[src/rtl/shift_add_multiplier_pkg.sv]
// Shared multiplier definitions: FSM state encoding and the default datapath width.
package shift_add_multiplier_pkg;

    localparam int DEFAULT_WIDTH = 16;

    typedef enum logic [1:0] {
        IDLE = 2'd0,
        CALC = 2'd1,
        SIGN = 2'd2,
        DONE = 2'd3
    } state_t;

endpackage

[src/rtl/shift_add_multiplier_adder_nbit.sv]
// Combinational WIDTH-bit adder with carry-out; zero latency, no flow control.
module adder_nbit #(
    parameter int WIDTH = 16
) (
    input  logic [WIDTH-1:0] a_i,
    input  logic [WIDTH-1:0] b_i,
    output logic [WIDTH:0]   sum_o
);

    assign sum_o = {1'b0, a_i} + {1'b0, b_i};

endmodule

[src/rtl/shift_add_multiplier.sv]
// Shift-and-add multiplier, signed/unsigned; result WIDTH+1 cycles after an accepted Start.
// Start is only accepted in IDLE or DONE; requests while busy are dropped.
module shift_add_multiplier
    import shift_add_multiplier_pkg::*;
#(
    parameter int WIDTH = DEFAULT_WIDTH
) (
    input  logic                 Clk,
    input  logic                 Reset,
    input  logic                 Start,
    input  logic                 Sinal,
    input  logic [WIDTH-1:0]     OperandoA,
    input  logic [WIDTH-1:0]     OperandoB,
    output logic [2*WIDTH-1:0]   Produto,
    output logic                 Pronto,
    output logic                 Ocupado
);

    localparam int CNT_W = $clog2(WIDTH + 1);
    localparam int P_W   = 2 * WIDTH;

    state_t             state_q, state_d;
    logic [WIDTH-1:0]   mcand_q, mcand_d;
    logic [WIDTH-1:0]   mplier_q, mplier_d;
    logic [P_W-1:0]     acc_q, acc_d;
    logic [P_W-1:0]     produto_q, produto_d;
    logic [CNT_W-1:0]   cnt_q, cnt_d;
    logic               neg_q, neg_d;
    logic [WIDTH:0]     sum;
    logic [WIDTH:0]     partial;

    // |-2^(WIDTH-1)| = 2^(WIDTH-1) still fits in WIDTH unsigned bits.
    function automatic logic [WIDTH-1:0] magnitude(input logic [WIDTH-1:0] v,
                                                   input logic            is_signed);
        return (is_signed && v[WIDTH-1]) ? (~v + WIDTH'(1)) : v;
    endfunction

    adder_nbit #(.WIDTH(WIDTH)) u_acc_adder (
        .a_i   (acc_q[P_W-1:WIDTH]),
        .b_i   (mcand_q),
        .sum_o (sum)
    );

    assign partial = mplier_q[0] ? sum : {1'b0, acc_q[P_W-1:WIDTH]};

    always_comb begin
        state_d   = state_q;
        mcand_d   = mcand_q;
        mplier_d  = mplier_q;
        acc_d     = acc_q;
        cnt_d     = cnt_q;
        neg_d     = neg_q;
        produto_d = produto_q;
        case (state_q)
            IDLE, DONE: begin
                if (Start) begin
                    state_d  = CALC;
                    mcand_d  = magnitude(OperandoA, Sinal);
                    mplier_d = magnitude(OperandoB, Sinal);
                    neg_d    = Sinal & (OperandoA[WIDTH-1] ^ OperandoB[WIDTH-1]);
                    acc_d    = '0;
                    cnt_d    = '0;
                end else if (state_q == DONE) begin
                    state_d = IDLE;
                end
            end
            CALC: begin
                // Carry out of the adder becomes the new accumulator MSB after the shift.
                acc_d    = {partial, acc_q[WIDTH-1:1]};
                mplier_d = mplier_q >> 1;
                cnt_d    = cnt_q + CNT_W'(1);
                if (cnt_q == CNT_W'(WIDTH - 1)) begin
                    state_d = SIGN;
                end
            end
            SIGN: begin
                produto_d = neg_q ? (~acc_q + P_W'(1)) : acc_q;
                state_d   = DONE;
            end
            default: state_d = IDLE;
        endcase
    end

    always_ff @(posedge Clk or posedge Reset) begin
        if (Reset) begin
            state_q   <= IDLE;
            mcand_q   <= '0;
            mplier_q  <= '0;
            acc_q     <= '0;
            cnt_q     <= '0;
            neg_q     <= 1'b0;
            produto_q <= '0;
        end else begin
            state_q   <= state_d;
            mcand_q   <= mcand_d;
            mplier_q  <= mplier_d;
            acc_q     <= acc_d;
            cnt_q     <= cnt_d;
            neg_q     <= neg_d;
            produto_q <= produto_d;
        end
    end

    assign Produto = produto_q;
    assign Pronto  = (state_q == DONE);
    assign Ocupado = (state_q == CALC) || (state_q == SIGN);

endmodule

[config.mk]
export PLATFORM = sky130hd
export DESIGN_NAME = shift_add_multiplier
export DESIGN_NICKNAME = d
export VERILOG_FILES = /design/src/rtl/shift_add_multiplier_pkg.sv /design/src/rtl/shift_add_multiplier_adder_nbit.sv /design/src/rtl/shift_add_multiplier.sv
export SDC_FILE = /design/constraint.sdc
export NUM_CORES = 1
export LEC_CHECK = 0
export ABC_AREA = 1
export BUFFER_PORTS_ARGS = -buffer_cell sky130_fd_sc_hd__buf_4
export CORE_MARGIN = 4
export CORE_UTILIZATION = 35
export CTS_CLUSTER_SIZE = 8
export DETAILED_ROUTE_END_ITERATION = 10
export SLEW_MARGIN = 20
export SYNTH_ARGS = -nofsm -noshare
export SYNTH_HDL_FRONTEND = slang
export SYNTH_SLANG_ARGS = --single-unit
[constraint.sdc]
create_clock -name Clk -period 3.3 [get_ports Clk]
set_clock_uncertainty 0.05 [all_clocks]
set_input_delay 0.33 -clock Clk [delete_from_list [all_inputs] [get_ports Clk]]
set_output_delay 0.33 -clock Clk [all_outputs]
set_load 0.01 [all_outputs]
==> flow_metrics.py, run 1 <==
metrics = {
    "clock_tree": {
        "cts_tree": "built",
        "ctsHoldBuffers": 0,
        "clock_latency_ns": 0.36,
        "clockBufferDepth": 2,
        "clkSinkCount": 104,
        "root_buffer": "clkbuf_16",
        "cts_buffers": 9,
        "post_cts_buffers": 0,
        "cts_resized": 0,
        "h-tree-depth": 3,
        "path_clk_slew_ns": 0.07,
    },
    "yosys": {
        "synth-edff-count": 0,
        "synth_flop_cell": "dfrtp_1",
        "ys_ff_latch": 104,
        "syn_nets": 1044,
        "yosysTopAreaCell": "dfrtp_1",
        "synth_area_sq_mm": 0.00681,
        "synthCells": 983,
        "synth_top_cell_area_share_pct": 38.2,
        "yosysSeqAreaShare_pct": 38.2,
        "avgSynthCellArea_sq_um": 6.92,
        "yosysWarnings": 0,
        "async_flop_share_pct": 100,
        "synth.top_cells.by_count": "nand2_1, inv_1, dfrtp_1, nor2_1, nand3_1",
        "netlist-cell-type-count": 43,
        "synth.most_common_cell": "nand2_1",
        "synthTopCellsByArea": "dfrtp_1, nand2_1, inv_1",
    },
    "sta": {
        "fmax_mhz": 469,
        "slew_violations": 0,
        "fin_setup_tns_ns": 0,
        "tightestPinTransition_ns": 0.745,
        "timing.final.crit_share_pct": 64.6,
        "hold_viol": 0,
        "finalSetupViolCount": 0,
        "relSlewSlack_pct": 50.4,
        "rsz0062_at_grt": "false",
        "timing.final.ws_setup_ns": 1.17,
        "min_period_ns": 2.13,
    },
    "place": {
        "place.gp.congestion": 0.866,
        "dp_cells": 1290,
        "place_ws_ns": 1.18,
        "hpwl_mm": 13.2,
        "io_buffers": 69,
        "dpl-instance-area_sq_mm": 0.00758,
    },
    "finish": {
        "final_area_sq_mm": 0.00789,
        "n_fill_cell": 2051,
        "antenna_cells": 0,
        "drive_above_1_share_pct": 10.9,
        "synthToLayoutAreaGrowth_pct": 15.9,
        "fin_nets": 1102,
        "stdcell_count": 1306,
    },
    "global_route": {
        "track_usage_pct": 16.3,
        "grt_pass1_vias": 5983,
        "grt_pass1_wl_mm": 29.3,
        "grt_start_max_net_pins": 85,
        "antenna_found_initial": 0,
        "overflow": 0,
    },
    "setup_path": {
        "worstSetupStartpointType": "flop",
        "required_ns": 3.52,
        "worstSetupPathType": "reg2reg",
        "slowest_delay_ns": 0.45,
        "reg2reg_slack_ns": 1.17,
        "cp.arrival_ns": 2.35,
        "cp_slowest_cell": "ha_1",
        "end_kind": "flop",
        "path_max_fanout": 31,
        "timing.rr.end": "cnt_q[3]$_DFFE_PP0P_",
        "path_cells": "inv_1 -> ha_1 -> inv_1 -> o21ai_2 -> inv_2 -> nor2_1 -> a31oi_1 -> nor3b_1",
        "cp-startpoint": "state_q[1]$_DFFE_PP0P_",
        "reg2reg_from": "state_q[1]$_DFFE_PP0P_",
        "ff2ff_path_depth": 8,
        "critPathMostFrequentCell": "inv_1",
    },
    "detailed_routing": {
        "wirelength_met1_mm": 8.74,
        "detail-route-antenna-nets": 0,
        "vias": 6356,
        "avgRoutedWirePerCell_um": 13.3,
        "route.detailed.drc": 0,
        "totalWireLength_mm": 17.4,
        "dr.pass1.iters": 6,
        "first_iter_violations": 399,
        "via_per_inst": 4.87,
        "wl_met3_um": 722,
        "routed.top_layer": "met4",
        "wl_met2_mm": 7.73,
    },
    "flow_run": {
        "drv_cap": 0,
    },
    "pwr": {
        "leakagePower_nw": 4.15,
        "finalPower_mw": 7.58,
        "vdd_drop_max_mv": 0.339,
        "power.density_mw_per_mm2": 961,
    },
    "floorplan": {
        "die_area_sq_mm": 0.0217,
        "start_util_pct": 36.0,
        "die-height_um": 147,
        "fp-row-count": 50,
        "die_w_um": 147,
        "pin_count": 70,
        "core_area_sq_mm": 0.0189,
    },
    "status": {
        "status": "finished clean",
    },
    "hold_path": {
        "hold_path.class": "in2async",
    },
}
[final cells by class]
cell class                      count  area [sq um]  share of cell area, %
Multi-Input combinational cell    724          3590                   45.6
Inverter                          124           470                   5.97
Sequential cell                   104          2600                   33.0
Clock inverter                      3          47.5                  0.603
Clock buffer                       13           260                   3.30
Tap cell                          260           325                   4.13
Timing Repair Buffer               78           586                   7.43
[where the power goes]
part,leakage (nW),internal (mW),switching [mW]
combinational,2.65,1.49,2.76
clock,0.150,0.635,0.481
sequential,1.35,1.79,0.427
total,4.15,3.91,3.67
[critical path: cells and delay by family, from the launching register on]
family                     cells  cell delay (ns)
adders and majority gates      1             0.45
AOI/OAI and AO/OA              2             0.26
DFF                            1             0.42
and+or+nand+nor                2             0.43
buffers and inverters          3             0.44
[how the worst max path moves through the flow]
stage                                   to  slack (ns)
floorplan           Produto[0]$_DFFE_PP0P_        0.19
global route          cnt_q[3]$_DFFE_PP0P_        0.89
finish                cnt_q[3]$_DFFE_PP0P_        1.17
global placement      cnt_q[3]$_DFFE_PP0P_        1.24
CTS                   cnt_q[3]$_DFFE_PP0P_        1.15
detailed placement    cnt_q[3]$_DFFE_PP0P_        1.18
[flip-flops by register name, indices dropped and copies added, names as in the netlist]
register,count
cnt_q,5
acc_q,32
neg_q,1
mplier_q,16
Produto,32
state_q,2
mcand_q,16
[cell families (layout without fill, tap and decap cells)]
group,after synthesis,count (layout),share of synthesized area (%)
compound gates,151,151,12.2
xor+xnor,25,25,3.22
fa+ha+maj,25,25,4.71
buf+inv,155,218,9.01
flops,104,104,38.2
simple gates,523,523,32.6
[through the flow]
| step | hold WS, ns | util [%] |
|---|---|---|
| finish | 0.0670 | 41.7 |
| global route | 0.135 | 41.7 |
| CTS | 0.188 | 41.7 |
| detailed placement | 0.417 | 40.1 |
| global placement | 0.413 | 40.1 |
| floorplan | 0.394 | - |
[placed cells by master, fill, tap and decap left out, types with 12 or more instances in the layout]
cell,n
o21ai_0,64
nand2_1,309
nand4_1,12
inv_1,117
buf_4,78
nand3_1,81
xor2_1,25
nor2_1,89
a21oi_1,45
ha_1,24
o22ai_1,24
dfrtp_1,104
[routing by layer]
| metal | vias up | GRT usage [%] |
|---|---|---|
| met5 | - | 0 |
| met4 | 0 | 3.77 |
| met3 | 14 | 3.10 |
| met2 | 117 | 25.5 |
| met1 | 2937 | 23.6 |
| li1 | 3288 | - |
(Power assumes the default switching activity.)
==> run 2: changes to the inputs <==
Clock period 3.3 ns to 1.8 ns, I/O delays scaled along.
==> run 2 against run 1 <==
Effect of this change: highest routed layer unchanged; critical endpoint is now acc_q[19]$_DFFE_PP0P_; clock power grew 81%; core utilization up 3.5 points; register-to-register slack worse by 1.2 ns.
==> flow_metrics.py, run 2 (same netlist as run 1, synthesis figures left out) <==
metrics = {
    "detailed_routing": {
        "via_per_inst": 4.76,
        "avgRoutedWirePerCell_um": 13.4,
        "first_iter_violations": 366,
        "dr.pass1.iters": 5,
        "vias": 6432,
        "totalWireLength_mm": 18.1,
        "detail-route-antenna-nets": 0,
        "route.detailed.drc": 0,
    },
    "finish": {
        "utilization_pct": 45.2,
        "stdcell_count": 1351,
        "final_area_sq_mm": 0.00854,
        "synthToLayoutAreaGrowth_pct": 25.5,
        "antenna_cells": 0,
        "layout_common_cells": "nand2_1, buf_4, inv_1",
        "n_fill_cell": 2026,
        "fin_nets": 1147,
        "final_common_cell": "nand2_1",
        "drive_above_1_share_pct": 19.2,
    },
    "sta": {
        "hold_viol": 0,
        "whs_ns": 0.0689,
        "timing.final.crit_share_pct": 99.5,
        "finalSetupViolCount": 0,
        "relSlewSlack_pct": 60.4,
        "rsz0062_at_grt": "true",
        "slew_violations": 0,
        "tightestPinTransition_ns": 0.594,
        "fmax_mhz": 558,
        "min_period_ns": 1.79,
    },
    "setup_path": {
        "cp_slowest_cell": "dfrtp_1",
        "path_max_fanout": 3,
        "worstSetupPathType": "reg2reg",
        "reg2reg_slack_ns": 0.009,
        "slowest_delay_ns": 0.35,
        "worstSetupStartpointType": "flop",
        "required_ns": 1.99,
        "reg2reg_from": "mcand_q[0]$_DFFE_PP0P_",
        "end_kind": "flop",
        "path_cells": "ha_1 -> inv_1 -> fa_2 -> inv_2 -> nand3_1 -> nand3_2 -> buf_4 -> o21ai_0 -> a21oi_1 -> o22ai_1",
        "timing.rr.end": "acc_q[19]$_DFFE_PP0P_",
        "ff2ff_path_depth": 10,
        "cp.arrival_ns": 1.98,
    },
    "floorplan": {
        "die_area_sq_mm": 0.0217,
        "core_area_sq_mm": 0.0189,
        "die-height_um": 147,
        "start_util_pct": 36.0,
        "fp-row-count": 50,
        "pin_count": 70,
        "die_w_um": 147,
    },
    "pwr": {
        "clockPowerShare_pct": 13.2,
        "leakagePower_nw": 4.41,
        "combPwrFrac_pct": 61.1,
        "vdd_drop_max_mv": 0.757,
        "p_seq_share_pct": 25.6,
        "p_sw_mw": 7.23,
        "switching_share_pct": 47.1,
        "power.density_mw_per_mm2": 1800,
        "power.internal_mw": 8.13,
    },
    "clock_tree": {
        "clkSinkCount": 104,
        "cts_tree": "built",
        "root_buffer": "clkbuf_16",
        "cts_buffers": 9,
        "clockBufferDepth": 2,
        "path_clk_slew_ns": 0.08,
        "h-tree-depth": 3,
        "clock_latency_ns": 0.36,
    },
    "hold_path": {
        "hold_path.class": "in2reg",
        "min_to": "mcand_q[7]$_DFFE_PP0P_",
        "hp-start": "OperandoA[7]",
        "holdPathStages": 4,
    },
    "global_route": {
        "track_usage_pct": 16.7,
        "grt_pass1_wl_mm": 30.0,
        "antenna_found_initial": 0,
        "grt_start_max_net_pins": 105,
        "grt_pass1_vias": 6086,
        "overflow": 0,
    },
    "place": {
        "dpl-instance-area_sq_mm": 0.00787,
        "place.gp.congestion": 0.858,
        "hpwl_mm": 13.2,
        "dp_cells": 1326,
        "io_buffers": 69,
    },
    "status": {
        "status": "finished clean",
    },
    "flow_run": {
        "drv_cap": 0,
    },
}
[run 2: area by class of cell]
| type | count | area [sq um] | share of cell area [%] |
|---|---|---|---|
| multi-input combinational | 724 | 3850 | 45.1 |
| sequential | 104 | 2600 | 30.5 |
| timing repair buffer | 123 | 983 | 11.5 |
| inverter | 124 | 469 | 5.49 |
| tap | 260 | 325 | 3.81 |
| clock buffer | 11 | 243 | 2.84 |
| clock inverter | 5 | 62.6 | 0.732 |
[run 2: power by group through the flow]
stage	clock, mW	sequential, mW	combinational [mW]
after floorplan	0	3.95	5.68
after global placement	0	3.87	8.51
after detailed placement	0	3.89	8.59
after CTS	2.10	3.86	8.65
after global routing	2.18	4.07	10.6
final	2.03	3.94	9.39
[run 2: per-layer routing]
| metal | routed length [um] | vias up | GRT usage [%] |
|---|---|---|---|
| met2 | 8180 | 101 | 26.7 |
| met5 | 0 | - | 0 |
| li1 | - | 3369 | - |
| met3 | 586 | 18 | 2.91 |
| met4 | 294 | 0 | 3.82 |
| met1 | 8990 | 2944 | 23.7 |
[run 2: worst max path at each step]
stage | cells after the start | start | end | slack, ns
6_report | 10 | mcand_q[0]$_DFFE_PP0P_ | acc_q[19]$_DFFE_PP0P_ | 0.009
3_5_place_dp | 11 | mcand_q[0]$_DFFE_PP0P_ | acc_q[27]$_DFFE_PP0P_ | -0.04
4_1_cts | 12 | mcand_q[0]$_DFFE_PP0P_ | acc_q[27]$_DFFE_PP0P_ | -0.004
5_1_grt | 11 | mcand_q[0]$_DFFE_PP0P_ | acc_q[29]$_DFFE_PP0P_ | -0.09
2_1_floorplan | 11 | acc_q[16]$_DFFE_PP0P_ | acc_q[23]$_DFFE_PP0P_ | 0.06
3_3_place_gp | 11 | mcand_q[0]$_DFFE_PP0P_ | acc_q[27]$_DFFE_PP0P_ | -0.01
[run 2: what timing repair did]
item                                   4_1_cts  5_1_grt
endpoints found under the hold margin      104        0
gates resized for setup                      2       59
cloned                                       0        1
hold buffers                                 1        0
pin swaps                                    0       11
buffers inserted                             0        7
setup endpoints to repair                    4       37
[run 2: stage by stage]
step | power, mW | setup WS (ns) | setup TNS, ns
floorplan | 9.63 | 0.0558 | 0
global placement | 12.4 | -0.0113 | -0.0113
detailed placement | 12.5 | -0.0359 | -0.0758
CTS | 14.6 | -0.00449 | -0.00449
global route | 16.9 | -0.0874 | -0.478
finish | 15.4 | 0.00906 | 0
[run 2: worst max-delay path: cells and delay by family, from the launching register on]
kind | cells | cell delay (ns)
flops | 1 | 0.35
simple gates | 2 | 0.22
compound gates | 3 | 0.31
buf+inv | 3 | 0.24
fa+ha+maj | 2 | 0.50
